`src/rtl/mc_main_ctrl_pkg.sv`:
```
// mc_pkg: shared state, opcode and datapath-select encodings for the multicycle MIPS controller
package mc_pkg;
  localparam int OPW = 6;
  localparam int STW = 4;
  typedef enum logic [STW-1:0] {
    FETCH   = 4'd0,
    DECODE  = 4'd1,
    MEMADR  = 4'd2,
    MEMRD   = 4'd3,
    MEMWB   = 4'd4,
    MEMWR   = 4'd5,
    EXECUTE = 4'd6,
    ALUWB   = 4'd7,
    BRANCH  = 4'd8,
    ADDIEX  = 4'd9,
    ADDIWB  = 4'd10,
    JUMP    = 4'd11
  } state_t;
  localparam logic [OPW-1:0] OP_RTYPE = 6'b000000;
  localparam logic [OPW-1:0] OP_LW    = 6'b100011;
  localparam logic [OPW-1:0] OP_SW    = 6'b101011;
  localparam logic [OPW-1:0] OP_BEQ   = 6'b000100;
  localparam logic [OPW-1:0] OP_ADDI  = 6'b001000;
  localparam logic [OPW-1:0] OP_J     = 6'b000010;
  localparam logic [1:0] SRCB_B     = 2'b00;
  localparam logic [1:0] SRCB_4     = 2'b01;
  localparam logic [1:0] SRCB_IMM   = 2'b10;
  localparam logic [1:0] SRCB_IMM4  = 2'b11;
  localparam logic [1:0] PC_ALU     = 2'b00;
  localparam logic [1:0] PC_ALUOUT  = 2'b01;
  localparam logic [1:0] PC_JUMP    = 2'b10;
  localparam logic [1:0] ALU_ADD    = 2'b00;
  localparam logic [1:0] ALU_SUB    = 2'b01;
  localparam logic [1:0] ALU_FUNCT  = 2'b10;
endpackage

```
`src/rtl/mc_main_ctrl_if.sv`:
```
// mc_main_ctrl_if: controller <-> datapath bundle (status in, selects/enables out)
interface mc_main_ctrl_if;
  import mc_pkg::*;
  logic [OPW-1:0] opcode;
  logic           zero;
  logic           mem_ready;
  logic           iord;
  logic           alusrca;
  logic [1:0]     alusrcb;
  logic           memtoreg;
  logic           regdst;
  logic [1:0]     pcsrc;
  logic [1:0]     alu_op;
  logic           irwrite;
  logic           regwrite;
  logic           memwrite;
  logic           pcen;
  logic [STW-1:0] state_o;
  modport master (
    input  opcode, zero, mem_ready,
    output iord, alusrca, alusrcb, memtoreg, regdst, pcsrc, alu_op,
           irwrite, regwrite, memwrite, pcen, state_o
  );
  modport slave (
    output opcode, zero, mem_ready,
    input  iord, alusrca, alusrcb, memtoreg, regdst, pcsrc, alu_op,
           irwrite, regwrite, memwrite, pcen, state_o
  );
endinterface

```
`src/rtl/mc_main_ctrl.sv`:
```
// mc_main_ctrl: Moore main control FSM for the multicycle MIPS datapath
module mc_main_ctrl
  import mc_pkg::*;
(
  input  logic          clk,
  input  logic          rst_n,
  mc_main_ctrl_if.master bus
);
  state_t state_q, state_d;
  logic irwrite_r, regwrite_r, memwrite_r, pcwrite, branch;
  // state register, async return to FETCH abandons any in-flight instruction
  always_ff @(posedge clk or negedge rst_n)
    if (!rst_n) state_q <= FETCH;
    else        state_q <= state_d;
  // next-state: memory states stall on mem_ready, DECODE/MEMADR dispatch on opcode
  always_comb begin
    state_d = FETCH;
    case (state_q)
      FETCH:   state_d = bus.mem_ready ? DECODE : FETCH;
      DECODE:  state_d = (bus.opcode == OP_LW || bus.opcode == OP_SW) ? MEMADR :
                         bus.opcode == OP_RTYPE ? EXECUTE :
                         bus.opcode == OP_BEQ   ? BRANCH  :
                         bus.opcode == OP_ADDI  ? ADDIEX  :
                         bus.opcode == OP_J     ? JUMP    : FETCH;
      MEMADR:  state_d = bus.opcode == OP_SW ? MEMWR : MEMRD;
      MEMRD:   state_d = bus.mem_ready ? MEMWB : MEMRD;
      MEMWR:   state_d = bus.mem_ready ? FETCH : MEMWR;
      EXECUTE: state_d = ALUWB;
      ADDIEX:  state_d = ADDIWB;
      default: state_d = FETCH;
    endcase
  end
  // output decode: everything not set in a state stays 0
  always_comb begin
    bus.iord    = 1'b0;
    bus.alusrca = 1'b0;
    bus.alusrcb = SRCB_B;
    bus.memtoreg = 1'b0;
    bus.regdst  = 1'b0;
    bus.pcsrc   = PC_ALU;
    bus.alu_op  = ALU_ADD;
    irwrite_r   = 1'b0;
    regwrite_r  = 1'b0;
    memwrite_r  = 1'b0;
    pcwrite     = 1'b0;
    branch      = 1'b0;
    case (state_q)
      FETCH:   begin bus.alusrcb = SRCB_4; irwrite_r = bus.mem_ready; pcwrite = bus.mem_ready; end
      DECODE:  bus.alusrcb = SRCB_IMM4;
      MEMADR:  begin bus.alusrca = 1'b1; bus.alusrcb = SRCB_IMM; end
      MEMRD:   bus.iord = 1'b1;
      MEMWB:   begin bus.memtoreg = 1'b1; regwrite_r = 1'b1; end
      MEMWR:   begin bus.iord = 1'b1; memwrite_r = 1'b1; end
      EXECUTE: begin bus.alusrca = 1'b1; bus.alu_op = ALU_FUNCT; end
      ALUWB:   begin bus.regdst = 1'b1; regwrite_r = 1'b1; end
      BRANCH:  begin bus.alusrca = 1'b1; bus.alu_op = ALU_SUB; bus.pcsrc = PC_ALUOUT; branch = 1'b1; end
      ADDIEX:  begin bus.alusrca = 1'b1; bus.alusrcb = SRCB_IMM; end
      ADDIWB:  regwrite_r = 1'b1;
      JUMP:    begin bus.pcsrc = PC_JUMP; pcwrite = 1'b1; end
      default: ;
    endcase
  end
  // enables are held off while reset is asserted so no write leaks through
  assign bus.irwrite  = irwrite_r & rst_n;
  assign bus.regwrite = regwrite_r & rst_n;
  assign bus.memwrite = memwrite_r & rst_n;
  assign bus.pcen     = (pcwrite | (branch & bus.zero)) & rst_n;
  assign bus.state_o  = state_q;
endmodule

```
`src/flat_wrapper.sv`:
```
// flat-port wrapper written by rule: the top's interface ports become plain ports
module mc_main_ctrl_flat import mc_pkg::*;
  (clk, rst_n, bus_opcode, bus_zero, bus_mem_ready, bus_iord, bus_alusrca, bus_alusrcb, bus_memtoreg, bus_regdst, bus_pcsrc, bus_alu_op, bus_irwrite, bus_regwrite, bus_memwrite, bus_pcen, bus_state_o);
  mc_main_ctrl_if bus_i ();
  input  logic clk;
  input  logic rst_n;
  input wire logic [$bits(bus_i.opcode)-1:0] bus_opcode;
  input wire logic [$bits(bus_i.zero)-1:0] bus_zero;
  input wire logic [$bits(bus_i.mem_ready)-1:0] bus_mem_ready;
  output wire logic [$bits(bus_i.iord)-1:0] bus_iord;
  output wire logic [$bits(bus_i.alusrca)-1:0] bus_alusrca;
  output wire logic [$bits(bus_i.alusrcb)-1:0] bus_alusrcb;
  output wire logic [$bits(bus_i.memtoreg)-1:0] bus_memtoreg;
  output wire logic [$bits(bus_i.regdst)-1:0] bus_regdst;
  output wire logic [$bits(bus_i.pcsrc)-1:0] bus_pcsrc;
  output wire logic [$bits(bus_i.alu_op)-1:0] bus_alu_op;
  output wire logic [$bits(bus_i.irwrite)-1:0] bus_irwrite;
  output wire logic [$bits(bus_i.regwrite)-1:0] bus_regwrite;
  output wire logic [$bits(bus_i.memwrite)-1:0] bus_memwrite;
  output wire logic [$bits(bus_i.pcen)-1:0] bus_pcen;
  output wire logic [$bits(bus_i.state_o)-1:0] bus_state_o;
  assign bus_i.opcode = bus_opcode;
  assign bus_i.zero = bus_zero;
  assign bus_i.mem_ready = bus_mem_ready;
  assign bus_iord = bus_i.iord;
  assign bus_alusrca = bus_i.alusrca;
  assign bus_alusrcb = bus_i.alusrcb;
  assign bus_memtoreg = bus_i.memtoreg;
  assign bus_regdst = bus_i.regdst;
  assign bus_pcsrc = bus_i.pcsrc;
  assign bus_alu_op = bus_i.alu_op;
  assign bus_irwrite = bus_i.irwrite;
  assign bus_regwrite = bus_i.regwrite;
  assign bus_memwrite = bus_i.memwrite;
  assign bus_pcen = bus_i.pcen;
  assign bus_state_o = bus_i.state_o;
  mc_main_ctrl u_core (.clk(clk), .rst_n(rst_n), .bus(bus_i));
endmodule
```
`config.mk`:
```
export PLATFORM = sky130hd
export DESIGN_NAME = mc_main_ctrl_flat
export DESIGN_NICKNAME = d
export VERILOG_FILES = /design/src/rtl/mc_main_ctrl_pkg.sv /design/src/rtl/mc_main_ctrl_if.sv /design/src/rtl/mc_main_ctrl.sv /design/src/flat_wrapper.sv
export SDC_FILE = /design/constraint.sdc
export NUM_CORES = 1
export LEC_CHECK = 0
export ABC_AREA = 1
export CAP_MARGIN = 20
export CORE_MARGIN = 2
export CORE_UTILIZATION = 30
export CTS_BUF_LIST = sky130_fd_sc_hd__clkbuf_4
export DETAILED_ROUTE_END_ITERATION = 8
export PLACE_DENSITY = 0.65
export SYNTH_ARGS = -nofsm -noshare
export SYNTH_HDL_FRONTEND = slang
export SYNTH_SLANG_ARGS = --single-unit
```
`constraint.sdc`:
```
create_clock -name clk -period 0.95 [get_ports clk]
set_clock_uncertainty 0.05 [all_clocks]
set_input_delay 0.095 -clock clk [delete_from_list [all_inputs] [get_ports clk]]
set_output_delay 0.095 -clock clk [all_outputs]
set_load 0.03 [all_outputs]
```
## Word level (Yosys, flattened, before mapping)

Index checks and enable logic that the tools add are counted.

| operators by class | value |
|---|---|
| equal/unequal tests | 16 |
| reduce and logical (&&, ||, !) cells | 7 |
| bitwise operators | 6 |
| muxes and demuxes | 22 |

Operator list:

| kind | count |
|---|---|
| one-hot mux 4 bit (7 select lines) | 1 |
| 2-to-1 mux 4 bit | 5 |
| == test 4 x 3 -> 1 bit (second input constant) | 4 |
| == test 4 bit (second input constant) | 4 |
| == test 6 bit (second input constant) | 2 |
| 2-to-1 mux 1 bit | 9 |
| 2-to-1 mux 3 bit | 3 |
| == test 4 x 2 -> 1 bit (second input constant) | 2 |
| one-hot mux 2 bit (2 select lines) | 2 |
| == test 6 x 2 -> 1 bit (second input constant) | 1 |
| == test 6 x 3 -> 1 bit (second input constant) | 1 |
| == test 6 x 4 -> 1 bit (second input constant) | 1 |
| logical NOT 6 bit | 1 |
| one-hot mux 2 bit (3 select lines) | 1 |
| bitwise AND 1 bit | 5 |
| == test 4 x 1 -> 1 bit (second input constant) | 1 |
| logical NOT 4 bit | 1 |
| OR reduction 2 bit | 2 |
| OR reduction 4 bit | 1 |
| OR reduction 3 bit | 1 |
| one-hot mux 1 bit (2 select lines) | 1 |
| logical OR 1 bit | 1 |
| OR 1 bit | 1 |

| storage, ports and cells | value |
|---|---|
| bits in registers | 4 |
| output and inout bits | 18 |
| word-level logic and storage cells | 52 |

## Longest topological paths before layout

Gate-level depths: netlist of the first run.

| logic depth | value |
|---|---|
| word-level depth | 7 |
| depth in mapped cells | 7 |

## Worst setup path before layout of the first run

No wires, ideal clock.

| timing | value |
|---|---|
| path kind | register to output |
| start | reg u_core.state_q[0], in the netlist u_core.bus.state_o[0] |
| end | out bus_pcen |
| cell stages (with the launch flop) | 8 |
| path slack | -0.673 ns |
| data arrival time | 1.478 ns |
| buffers on the path | 0 |
| required time | 0.805 ns |
| cell sequence | dfrtp_1 > nor2_2 > inv_2 > nor2_2 > nand2_1 > nand3_1 > nand2_1 > inv_1 |

| between the ends | value |
|---|---|
| cells in the longest elaborated chain, start to end | 5 |

Ends and longest elaborated chain:

| what | line | source |
|---|---|---|
| start: declaration | mc_main_ctrl.sv:9 | `state_t state_q, state_d;` |
| start signal: assignment | mc_main_ctrl.sv:14 | `else state_q <= state_d;` |
| == test 4 bit | mc_main_ctrl.sv:47 | `case (state_q)` |
| 2-to-1 mux 1 bit | mc_main_ctrl.sv:47 |  |
| bitwise AND 1 bit | mc_main_ctrl.sv:67 | `assign bus.pcen = (pcwrite \| (branch & bus.zero)) & rst_n;` |
| OR 1 bit (*) | mc_main_ctrl.sv:67 |  |
| bitwise AND 1 bit (*) | mc_main_ctrl.sv:67 |  |
| end: declaration | flat_wrapper.sv:20 | `output wire logic [$bits(bus_i.pcen)-1:0] bus_pcen;` |

Every way passes the cells marked *; elsewhere a longest branch is shown, timed or not.

## Worst setup path in the final report of the first run

| timing | value |
|---|---|
| start | reg u_core.state_q[1], in the netlist u_core.bus.state_o[1] |
| end | out bus_alusrca |

| between the ends | value |
|---|---|
| cells in the longest elaborated chain, start to end | 3 |

Ends and longest elaborated chain:

| what | line | source |
|---|---|---|
| == test 4 bit (tied with other cells) | mc_main_ctrl.sv:47 |  |
| OR reduction 4 bit (no line) (*) | - |  |
| 2-to-1 mux 1 bit (*) | mc_main_ctrl.sv:47 |  |
| end: declaration | flat_wrapper.sv:11 | `output wire logic [$bits(bus_i.alusrca)-1:0] bus_alusrca;` |

Marked as above.

==> flow_summary.html, run 1 <==
<table>
<tr><th>Metric</th><th>Value</th></tr>
<tr><th colspan="2">Outcome</th></tr>
<tr><td>Run status</td><td>finished with violations</td></tr>
<tr><td>Violated checks</td><td>setup timing</td></tr>
<tr><th colspan="2">Flow run</th></tr>
<tr><td>Maxcap violations</td><td>0</td></tr>
<tr><th colspan="2">STA</th></tr>
<tr><td>Number of pins exceeding their max-slew limit in the final report</td><td>0</td></tr>
<tr><td>Minimum setup slack in the final design</td><td>-582 ps</td></tr>
<tr><td>Final Critical Period</td><td>1530 ps</td></tr>
<tr><td>Transition at the pin with the smallest max-transition slack</td><td>230 ps</td></tr>
<tr><td>Final cycle utilization of the critical path</td><td>161%</td></tr>
<tr><td>Highest clock rate</td><td>about 0.65 GHz</td></tr>
<tr><td>RSZ-0062 raised after global routing</td><td>true</td></tr>
<tr><td>Headroom to the max-slew limit</td><td>84.6%</td></tr>
<tr><td>Final Setup Violations</td><td>22</td></tr>
<tr><td>Sum Neg Setup Slack</td><td>-8880 ps</td></tr>
<tr><td>Total count of hold-check failures in the final report</td><td>0</td></tr>
<tr><th colspan="2">Yosys</th></tr>
<tr><td>Netlist Area Pre-Place</td><td>between 500 and 600 sq um</td></tr>
<tr><td>Multiplexer share of the synthesized area</td><td>0%</td></tr>
<tr><td>Register area share after synthesis</td><td>around a fifth</td></tr>
<tr><td>Synthesized-area fraction occupied by xor and xnor cells</td><td>0%</td></tr>
<tr><td>Synthesized-area fraction occupied by adder cells</td><td>0%</td></tr>
<tr><td>Largest family of logic cells by synthesized area</td><td>simple AND/OR/NAND/NOR gates</td></tr>
<tr><td>Fraction of the mapped netlist area in compound gates</td><td>between 4 and 5%</td></tr>
<tr><td>Total of flip-flops plus latches after synthesis</td><td>4</td></tr>
<tr><td>Number of distinct standard cells referenced by the synthesized netlist</td><td>14</td></tr>
<tr><td>Simple logic cell fraction of the synthesized area</td><td>57.6%</td></tr>
<tr><td>Average cell area after synthesis</td><td>5.16 sq um</td></tr>
<tr><td>Gate count of the mapped netlist</td><td>99</td></tr>
<tr><td>Total nets after synthesis</td><td>109</td></tr>
<tr><td>Number of warning messages in the yosys log</td><td>0</td></tr>
<tr><th colspan="2">Setup path</th></tr>
<tr><td>Worst-case register-to-register setup slack</td><td>-300 ps</td></tr>
<tr><td>Worst path arrival time</td><td>1390 ps</td></tr>
<tr><td>Required arrival time at the worst endpoint</td><td>810 ps</td></tr>
<tr><td>RR Startpoint</td><td>u_core.bus.state_o[3]</td></tr>
<tr><td>Depth of the most critical reg-to-reg path</td><td>9</td></tr>
<tr><td>Setup crit end kind</td><td>output port</td></tr>
<tr><td>Capture instance of the worst register-to-register path</td><td>u_core.bus.state_o[2]</td></tr>
<tr><td>Largest fanout on the critical path</td><td>4</td></tr>
<tr><td>Critical path class</td><td>flip-flop to output port</td></tr>
<tr><td>CP startpoint kind</td><td>flip-flop</td></tr>
<tr><th colspan="2">Detailed routing</th></tr>
<tr><td>Detail-routed via count per cell</td><td>4.66</td></tr>
<tr><td>Remaining antenna violation count after routing</td><td>0</td></tr>
<tr><td>Routed wire per std cell</td><td>around 12 microns</td></tr>
<tr><td>Detailed-route DRC error count</td><td>0</td></tr>
<tr><td>Vias post-DR</td><td>797</td></tr>
<tr><td>Final wirelength</td><td>1970 microns</td></tr>
<tr><td>1st-pass router iterations</td><td>4</td></tr>
<tr><td>Iter 0 DRT Violations</td><td>12</td></tr>
<tr><th colspan="2">Clock network</th></tr>
<tr><td>Sinks on the clock net</td><td>4</td></tr>
<tr><td>TritonCTS clock tree</td><td>done</td></tr>
<tr><td>Cts-stage hold buffer count</td><td>0</td></tr>
<tr><td>Inserted Clock Buffers</td><td>3</td></tr>
<tr><td>Insertion delay to the later sink of the worst-skew pair</td><td>240 ps</td></tr>
<tr><td>Number of buffers on the longest clock path</td><td>2</td></tr>
<tr><td>Clk pin slew, worst setup/hold paths</td><td>40 ps</td></tr>
<tr><td>Clk root buf</td><td>sky130_fd_sc_hd__clkbuf_4</td></tr>
<tr><td>Number of H-tree levels</td><td>1</td></tr>
<tr><th colspan="2">Power</th></tr>
<tr><td>Power density over cell area</td><td>2150 nW/um^2</td></tr>
<tr><td>Final Power</td><td>between 2 and 3 mW</td></tr>
<tr><td>Net Sw Frac</td><td>49.9%</td></tr>
<tr><td>Sequential share of power</td><td>13.0%</td></tr>
<tr><td>Cell Int Power</td><td>1.34 mW</td></tr>
<tr><td>Leakage power figure</td><td>roughly 0.70 nW</td></tr>
<tr><td>Peak VDD IR</td><td>1.60 mV</td></tr>
<tr><td>Proportion of power drawn by combinational gates</td><td>79.0%</td></tr>
<tr><td>Sw Pwr</td><td>1.33 mW</td></tr>
<tr><td>Clock power share</td><td>under 10%</td></tr>
<tr><th colspan="2">Die</th></tr>
<tr><td>Starting density of the core</td><td>32.7%</td></tr>
<tr><td>Area of the core region</td><td>1560 sq um</td></tr>
<tr><td>Number of top-level design ports</td><td>28</td></tr>
<tr><td>Die area</td><td>a little over 2000 sq um</td></tr>
<tr><td>Die Y</td><td>45.3 microns</td></tr>
<tr><td>Chip Width</td><td>~45 microns</td></tr>
<tr><td>Placement Rows</td><td>14</td></tr>
<tr><th colspan="2">Layout</th></tr>
<tr><td>Commonest cells after routing, fill and taps aside</td><td>sky130_fd_sc_hd__buf_6 (28), sky130_fd_sc_hd__nand2_1 (18), sky130_fd_sc_hd__buf_4 (16)</td></tr>
<tr><td>Register area</td><td>105 sq um</td></tr>
<tr><td>Layout cells sized above 1</td><td>60.0%</td></tr>
<tr><td>Number of inserted diodes</td><td>0</td></tr>
<tr><td>Largest register FFs</td><td>4</td></tr>
<tr><td>Utilization after layout</td><td>79.7%</td></tr>
<tr><td>Filler instances</td><td>104</td></tr>
<tr><td>Area of combinational cells with multiple inputs</td><td>450 sq um</td></tr>
<tr><td>Net total in the final layout</td><td>between 150 and 200</td></tr>
<tr><td>Growth of design area from synthesis to finish</td><td>143%</td></tr>
<tr><td>Most frequent standard cell in the layout excluding fill and tap cells</td><td>sky130_fd_sc_hd__buf_6</td></tr>
<tr><th colspan="2">Global route</th></tr>
<tr><td>Wire length of the first global-routing pass</td><td>roughly 2900 microns</td></tr>
<tr><td>Via count of the first global-routing pass</td><td>743</td></tr>
<tr><td>Total routing resource utilization after global routing</td><td>18.3%</td></tr>
<tr><td>Maximum number of pins on one net before global-route repair</td><td>6</td></tr>
<tr><td>Total gr overflow</td><td>0</td></tr>
<tr><td>Initial antenna violation count</td><td>0</td></tr>
<tr><th colspan="2">Min path</th></tr>
<tr><td>HP Class</td><td>input pin to asynchronous set/reset pin</td></tr>
<tr><th colspan="2">Placed design</th></tr>
<tr><td>Number of buffers inserted by port buffering</td><td>27</td></tr>
<tr><td>Sum of net half-perimeters after detailed placement</td><td>1320 microns</td></tr>
<tr><td>Worst slack, placed</td><td>-338 ps</td></tr>
<tr><td>Final estimated routing congestion in global placement</td><td>0.844</td></tr>
</table>
## through the flow
stage,instances,hold WS (ps),cell area [sq um]
2_1_floorplan,99,-251,578
3_3_place_gp,156,470,941
3_5_place_dp,156,443,941
4_1_cts,165,208,1120
5_1_grt,171,190,1240
6_report,171,199,1240
## power by group through the flow
stage | logic [mW] | clock network (mW) | registers (mW)
2_1_floorplan | 0.842 | 0 | 0.427
3_3_place_gp | 1.47 | 0 | 0.329
3_5_place_dp | 1.48 | 0 | 0.334
4_1_cts | 1.77 | 0.215 | 0.339
5_1_grt | 2.23 | 0.233 | 0.355
6_report | 2.11 | 0.213 | 0.347
## how the worst max path moves through the flow
| stage | startpoint | endpoint | depth (start not counted) |
|---|---|---|---|
| 3_5_place_dp | bus_opcode[5] | u_core.bus.state_o[0] | 7 |
| 4_1_cts | u_core.bus.state_o[1] | bus_alusrca | 6 |
| 6_report | u_core.bus.state_o[1] | bus_alusrca | 6 |
| 2_1_floorplan | u_core.bus.state_o[1] | bus_alusrca | 3 |
| 3_3_place_gp | bus_mem_ready | bus_irwrite | 5 |
| 5_1_grt | u_core.bus.state_o[0] | bus_pcen | 8 |
## synth_stat cells
cell type / number / share of area [%]
sky130_fd_sc_hd__nand2_1: 27 / 20
sky130_fd_sc_hd__nand2_2: 3 / 3.7
sky130_fd_sc_hd__buf_4: 1 / 1.5
sky130_fd_sc_hd__inv_2: 7 / 5.1
sky130_fd_sc_hd__inv_1: 16 / 12
sky130_fd_sc_hd__nor2_4: 1 / 2.2
sky130_fd_sc_hd__nor3_1: 1 / 0.98
sky130_fd_sc_hd__o21ai_0: 1 / 0.98
sky130_fd_sc_hd__o211ai_1: 1 / 1.5
sky130_fd_sc_hd__o21ai_1: 2 / 2.0
sky130_fd_sc_hd__nor2_1: 18 / 13
sky130_fd_sc_hd__dfrtp_1: 4 / 20
sky130_fd_sc_hd__nor2_2: 4 / 4.9
sky130_fd_sc_hd__nand3_1: 13 / 13
## cell families after synthesis
kind of cell / Yosys count
buffers and inverters: 24
and+or+nand+nor: 67
AOI/OAI and AO/OA: 4
DFF: 4
## routing by layer
layer	GRT usage (%)	wire [microns]
met5	0	0
met2	34.3	1110
met1	20.9	803
met3	2.40	47
met4	5.88	10
## worst max-delay path, cell delays in order (launching register included)
cell                       delay (ps)
sky130_fd_sc_hd__dfrtp_2          440
sky130_fd_sc_hd__inv_2            100
sky130_fd_sc_hd__nand2_2          110
sky130_fd_sc_hd__inv_2            120
sky130_fd_sc_hd__nand2_2           90
sky130_fd_sc_hd__o211ai_1         100
sky130_fd_sc_hd__buf_4            190
## area by class of cell
cell class              count  share of cell area, %
repair buffers             54                   43.9
multi-input cells          71                   36.3
flip-flops and latches      4                   8.46
inverters                  23                   7.96
clock buffers               3                   1.81
well taps                  16                   1.61
## repair_timing
| item | CTS | global route |
|---|---|---|
| setup endpoints to repair | 22 | 22 |
| resized for setup | 28 | 24 |
| buffers inserted | 6 | 8 |
| pin swaps | 7 | 14 |
| endpoints found under the hold margin | 0 | 0 |
Note: power is estimated with default switching activity, not from simulation.
==> inputs of run 2 (changes only) <==
--- a/config.mk
+++ b/config.mk
@@ -7,7 +7,6 @@
 export LEC_CHECK = 0
 export ABC_AREA = 1
 export CAP_MARGIN = 20
-export CORE_MARGIN = 2
 export CORE_UTILIZATION = 30
 export CTS_BUF_LIST = sky130_fd_sc_hd__clkbuf_4
 export DETAILED_ROUTE_END_ITERATION = 8
==> run 2 against run 1 <==
  * The run still ends with setup timing left
  * Highest routed layer unchanged
  * Cell count is 0.58% higher
  * Global-route usage increased by 3.6 points
  * Non-clock buffer count up 1
  * Critical path type unchanged
  * Sequential share of layout area is 0.47 points lower
  * Via count up 9.5%
  * First-iteration DRC count increased by 58%
  * Sequential cell count unchanged
  * Utilization is 5.7 points higher
==> flow_summary.html, run 2 (synthesis results as in run 1) <==
<table>
<tr><th>Metric</th><th>Value</th></tr>
<tr><th colspan="2">Global route</th></tr>
<tr><td>Total gr overflow</td><td>0 (unchanged)</td></tr>
<tr><td>Maximum number of pins on one net before global-route repair</td><td>6 (unchanged)</td></tr>
<tr><td>Total routing resource utilization after global routing</td><td>21.9% (was 18.3%)</td></tr>
<tr><td>Initial antenna violation count</td><td>0 (unchanged)</td></tr>
<tr><td>Via count of the first global-routing pass</td><td>715 (was 743)</td></tr>
<tr><td>Wire length of the first global-routing pass</td><td>3000 microns (was 2860 microns)</td></tr>
<tr><th colspan="2">Clock network</th></tr>
<tr><td>TritonCTS clock tree</td><td>done (unchanged)</td></tr>
<tr><td>Number of H-tree levels</td><td>1 (unchanged)</td></tr>
<tr><td>Clk pin slew, worst setup/hold paths</td><td>40 ps (about the same)</td></tr>
<tr><td>Insertion delay to the later sink of the worst-skew pair</td><td>250 ps (was 240 ps)</td></tr>
<tr><td>Number of buffers on the longest clock path</td><td>2 (unchanged)</td></tr>
<tr><td>Cts-stage hold buffer count</td><td>0 (unchanged)</td></tr>
<tr><td>Clk root buf</td><td>sky130_fd_sc_hd__clkbuf_4 (unchanged)</td></tr>
<tr><td>Inserted Clock Buffers</td><td>3 (unchanged)</td></tr>
<tr><td>Sinks on the clock net</td><td>4 (unchanged)</td></tr>
<tr><th colspan="2">Detailed routing</th></tr>
<tr><td>1st-pass router iterations</td><td>4 (unchanged)</td></tr>
<tr><td>Routed wire per std cell</td><td>14.2 microns (was 11.5 microns)</td></tr>
<tr><td>Final wirelength</td><td>2450 microns (was 1970 microns)</td></tr>
<tr><td>Remaining antenna violation count after routing</td><td>0 (unchanged)</td></tr>
<tr><td>Detailed-route DRC error count</td><td>0 (unchanged)</td></tr>
<tr><td>Iter 0 DRT Violations</td><td>19 (was 12)</td></tr>
<tr><td>Vias post-DR</td><td>873 (was 797)</td></tr>
<tr><td>Detail-routed via count per cell</td><td>5.08 (was 4.66)</td></tr>
<tr><th colspan="2">Setup path</th></tr>
<tr><td>Critical path class</td><td>flip-flop to output port (unchanged)</td></tr>
<tr><td>Slowest cell on the critical path</td><td>sky130_fd_sc_hd__dfrtp_2 (unchanged)</td></tr>
<tr><td>Worst-case register-to-register setup slack</td><td>-400 ps (was -300 ps)</td></tr>
<tr><td>Largest fanout on the critical path</td><td>4 (unchanged)</td></tr>
<tr><td>Setup crit end kind</td><td>output port (unchanged)</td></tr>
<tr><td>Capture instance of the worst register-to-register path</td><td>u_core.bus.state_o[1] (was u_core.bus.state_o[2])</td></tr>
<tr><td>Slowest stage delay, CP</td><td>450 ps (was 440 ps)</td></tr>
<tr><td>Required arrival time at the worst endpoint</td><td>810 ps (about the same)</td></tr>
<tr><td>Depth of the most critical reg-to-reg path</td><td>9 (unchanged)</td></tr>
<tr><td>CP startpoint kind</td><td>flip-flop (unchanged)</td></tr>
<tr><td>RR Startpoint</td><td>u_core.bus.state_o[3] (unchanged)</td></tr>
<tr><td>Worst path arrival time</td><td>1460 ps (was 1390 ps)</td></tr>
<tr><td>Critical path cell sequence</td><td>nor2_4 -&gt; inv_2 -&gt; nor2_4 -&gt; nand2_1 -&gt; nand3_1 -&gt; nand2_1 -&gt; inv_2 -&gt; buf_6 (was inv_2 -&gt; nand2_2 -&gt; inv_2 -&gt; nand2_2 -&gt; o211ai_1 -&gt; buf_4)</td></tr>
<tr><th colspan="2">STA</th></tr>
<tr><td>Highest clock rate</td><td>0.621 GHz (was 0.653 GHz)</td></tr>
<tr><td>Final Critical Period</td><td>1610 ps (was 1530 ps)</td></tr>
<tr><td>Number of pins exceeding their max-slew limit in the final report</td><td>0 (unchanged)</td></tr>
<tr><td>Minimum setup slack in the final design</td><td>-659 ps (was -582 ps)</td></tr>
<tr><td>RSZ-0062 raised after global routing</td><td>true (unchanged)</td></tr>
<tr><td>Final cycle utilization of the critical path</td><td>169% (was 161%)</td></tr>
<tr><td>Total count of hold-check failures in the final report</td><td>0 (unchanged)</td></tr>
<tr><td>Headroom to the max-slew limit</td><td>86.3% (was 84.6%)</td></tr>
<tr><td>Final Setup Violations</td><td>22 (unchanged)</td></tr>
<tr><td>Transition at the pin with the smallest max-transition slack</td><td>204 ps (was 230 ps)</td></tr>
<tr><th colspan="2">Layout</th></tr>
<tr><td>Filler instances</td><td>88 (was 104)</td></tr>
<tr><td>Most frequent standard cell in the layout excluding fill and tap cells</td><td>sky130_fd_sc_hd__buf_6 (unchanged)</td></tr>
<tr><td>Growth of design area from synthesis to finish</td><td>158% (was 143%)</td></tr>
<tr><td>Commonest cells after routing, fill and taps aside</td><td>sky130_fd_sc_hd__buf_6 (33), sky130_fd_sc_hd__nand2_1 (12), sky130_fd_sc_hd__nor2_1 (12), sky130_fd_sc_hd__nand3_1 (12), sky130_fd_sc_hd__buf_4 (12) (was sky130_fd_sc_hd__buf_6 (28), sky130_fd_sc_hd__nand2_1 (18), sky130_fd_sc_hd__buf_4 (16))</td></tr>
<tr><td>Utilization after layout</td><td>85.4% (was 79.7%)</td></tr>
<tr><td>Net total in the final layout</td><td>168 (was 167)</td></tr>
<tr><td>Largest register FFs</td><td>4 (unchanged)</td></tr>
<tr><td>Number of inserted diodes</td><td>0 (unchanged)</td></tr>
<tr><td>Layout cells sized above 1</td><td>65.4% (was 60.0%)</td></tr>
<tr><th colspan="2">Placed design</th></tr>
<tr><td>Number of buffers inserted by port buffering</td><td>27 (unchanged)</td></tr>
<tr><td>Worst slack, placed</td><td>-331 ps (was -338 ps)</td></tr>
<tr><td>Sum of net half-perimeters after detailed placement</td><td>1290 microns (was 1320 microns)</td></tr>
<tr><td>Final estimated routing congestion in global placement</td><td>0.799 (was 0.844)</td></tr>
<tr><th colspan="2">Outcome</th></tr>
<tr><td>Violated checks</td><td>setup timing (unchanged)</td></tr>
<tr><td>Run status</td><td>finished with violations (unchanged)</td></tr>
<tr><th colspan="2">Die</th></tr>
<tr><td>Die area</td><td>1870 sq um (was 2050 sq um)</td></tr>
<tr><td>Placement Rows</td><td>14 (unchanged)</td></tr>
<tr><td>Chip Width</td><td>43.3 microns (was 45.3 microns)</td></tr>
<tr><td>Die Y</td><td>43.3 microns (was 45.3 microns)</td></tr>
<tr><td>Starting density of the core</td><td>33.1% (was 32.7%)</td></tr>
<tr><td>Number of top-level design ports</td><td>28 (unchanged)</td></tr>
<tr><td>Area of the core region</td><td>1540 sq um (was 1560 sq um)</td></tr>
<tr><th colspan="2">Power</th></tr>
<tr><td>Leakage power figure</td><td>0.751 nW (was 0.698 nW)</td></tr>
<tr><td>Power density over cell area</td><td>2200 nW/um^2 (was 2150 nW/um^2)</td></tr>
<tr><td>Peak VDD IR</td><td>1.78 mV (was 1.60 mV)</td></tr>
<tr><td>Final Power</td><td>2.90 mW (was 2.67 mW)</td></tr>
<tr><th colspan="2">Min path</th></tr>
<tr><td>HP Class</td><td>input pin to asynchronous set/reset pin (unchanged)</td></tr>
<tr><th colspan="2">Flow run</th></tr>
<tr><td>Maxcap violations</td><td>0 (unchanged)</td></tr>
</table>
-- run 2: repair_timing --
item	in CTS	in global routing
pin swaps	3	17
endpoints found under the setup margin	22	22
resized for setup	28	44
buffers inserted	8	9
-- run 2: through the flow --
step	area [sq um]	TNS [ps]	instances	hold WS, ps
5_1_grt	1320	-10610	172	202
3_5_place_dp	941	-4250	156	469
3_3_place_gp	941	-3980	156	470
4_1_cts	1130	-8240	167	226
6_report	1320	-9780	172	197
2_1_floorplan	578	-4020	99	-251
-- run 2: routing by layer --
metal | part of all wire [%] | global-route usage (%) | vias to the layer above
li1 | - | - | 413
met1 | 38 | 24.7 | 410
met2 | 55 | 38.2 | 40
met3 | 3.7 | 4.26 | 10
met4 | 3.8 | 10.9 | 0
met5 | 0 | 0 | -
-- run 2: area by class of cell --
| type | instances | area [sq um] | share of cell area (%) |
|---|---|---|---|
| Sequential cell | 4 | 105 | 7.98 |
| Clock buffer | 3 | 22.5 | 1.71 |
| Multi-Input combinational cell | 71 | 490 | 37.3 |
| Timing Repair Buffer | 55 | 572 | 43.4 |
| Tap cell | 16 | 20.0 | 1.52 |
| Inverter | 23 | 106 | 8.08 |
-- run 2: worst max-delay path: cells and delay by family (launching register included) --
family / cells / cell delay [ps]
buffers and inverters: 3 / 250
flip-flops: 1 / 450
AND/OR/NAND/NOR: 5 / 510
-- run 2: worst max-delay path by stage --
stage	start	endpoint	slack [ps]	cells after the start
floorplan	u_core.bus.state_o[1]	bus_alusrca	-420	3
global placement	bus_mem_ready	bus_irwrite	-290	5
detailed placement	bus_opcode[5]	u_core.bus.state_o[0]	-330	7
CTS	u_core.bus.state_o[0]	bus_pcen	-510	8
global route	u_core.bus.state_o[1]	bus_pcen	-730	8
finish	u_core.bus.state_o[1]	bus_pcen	-660	8
-- run 2: report_power, final --
group	total, mW	leakage (nW)	internal (mW)	switching, mW
Combinational	2.32	0.689	1.02	1.30
Sequential	0.346	0.0477	0.231	0.115
Clock	0.233	0.0138	0.143	0.0904
Total	2.90	0.751	1.39	1.50
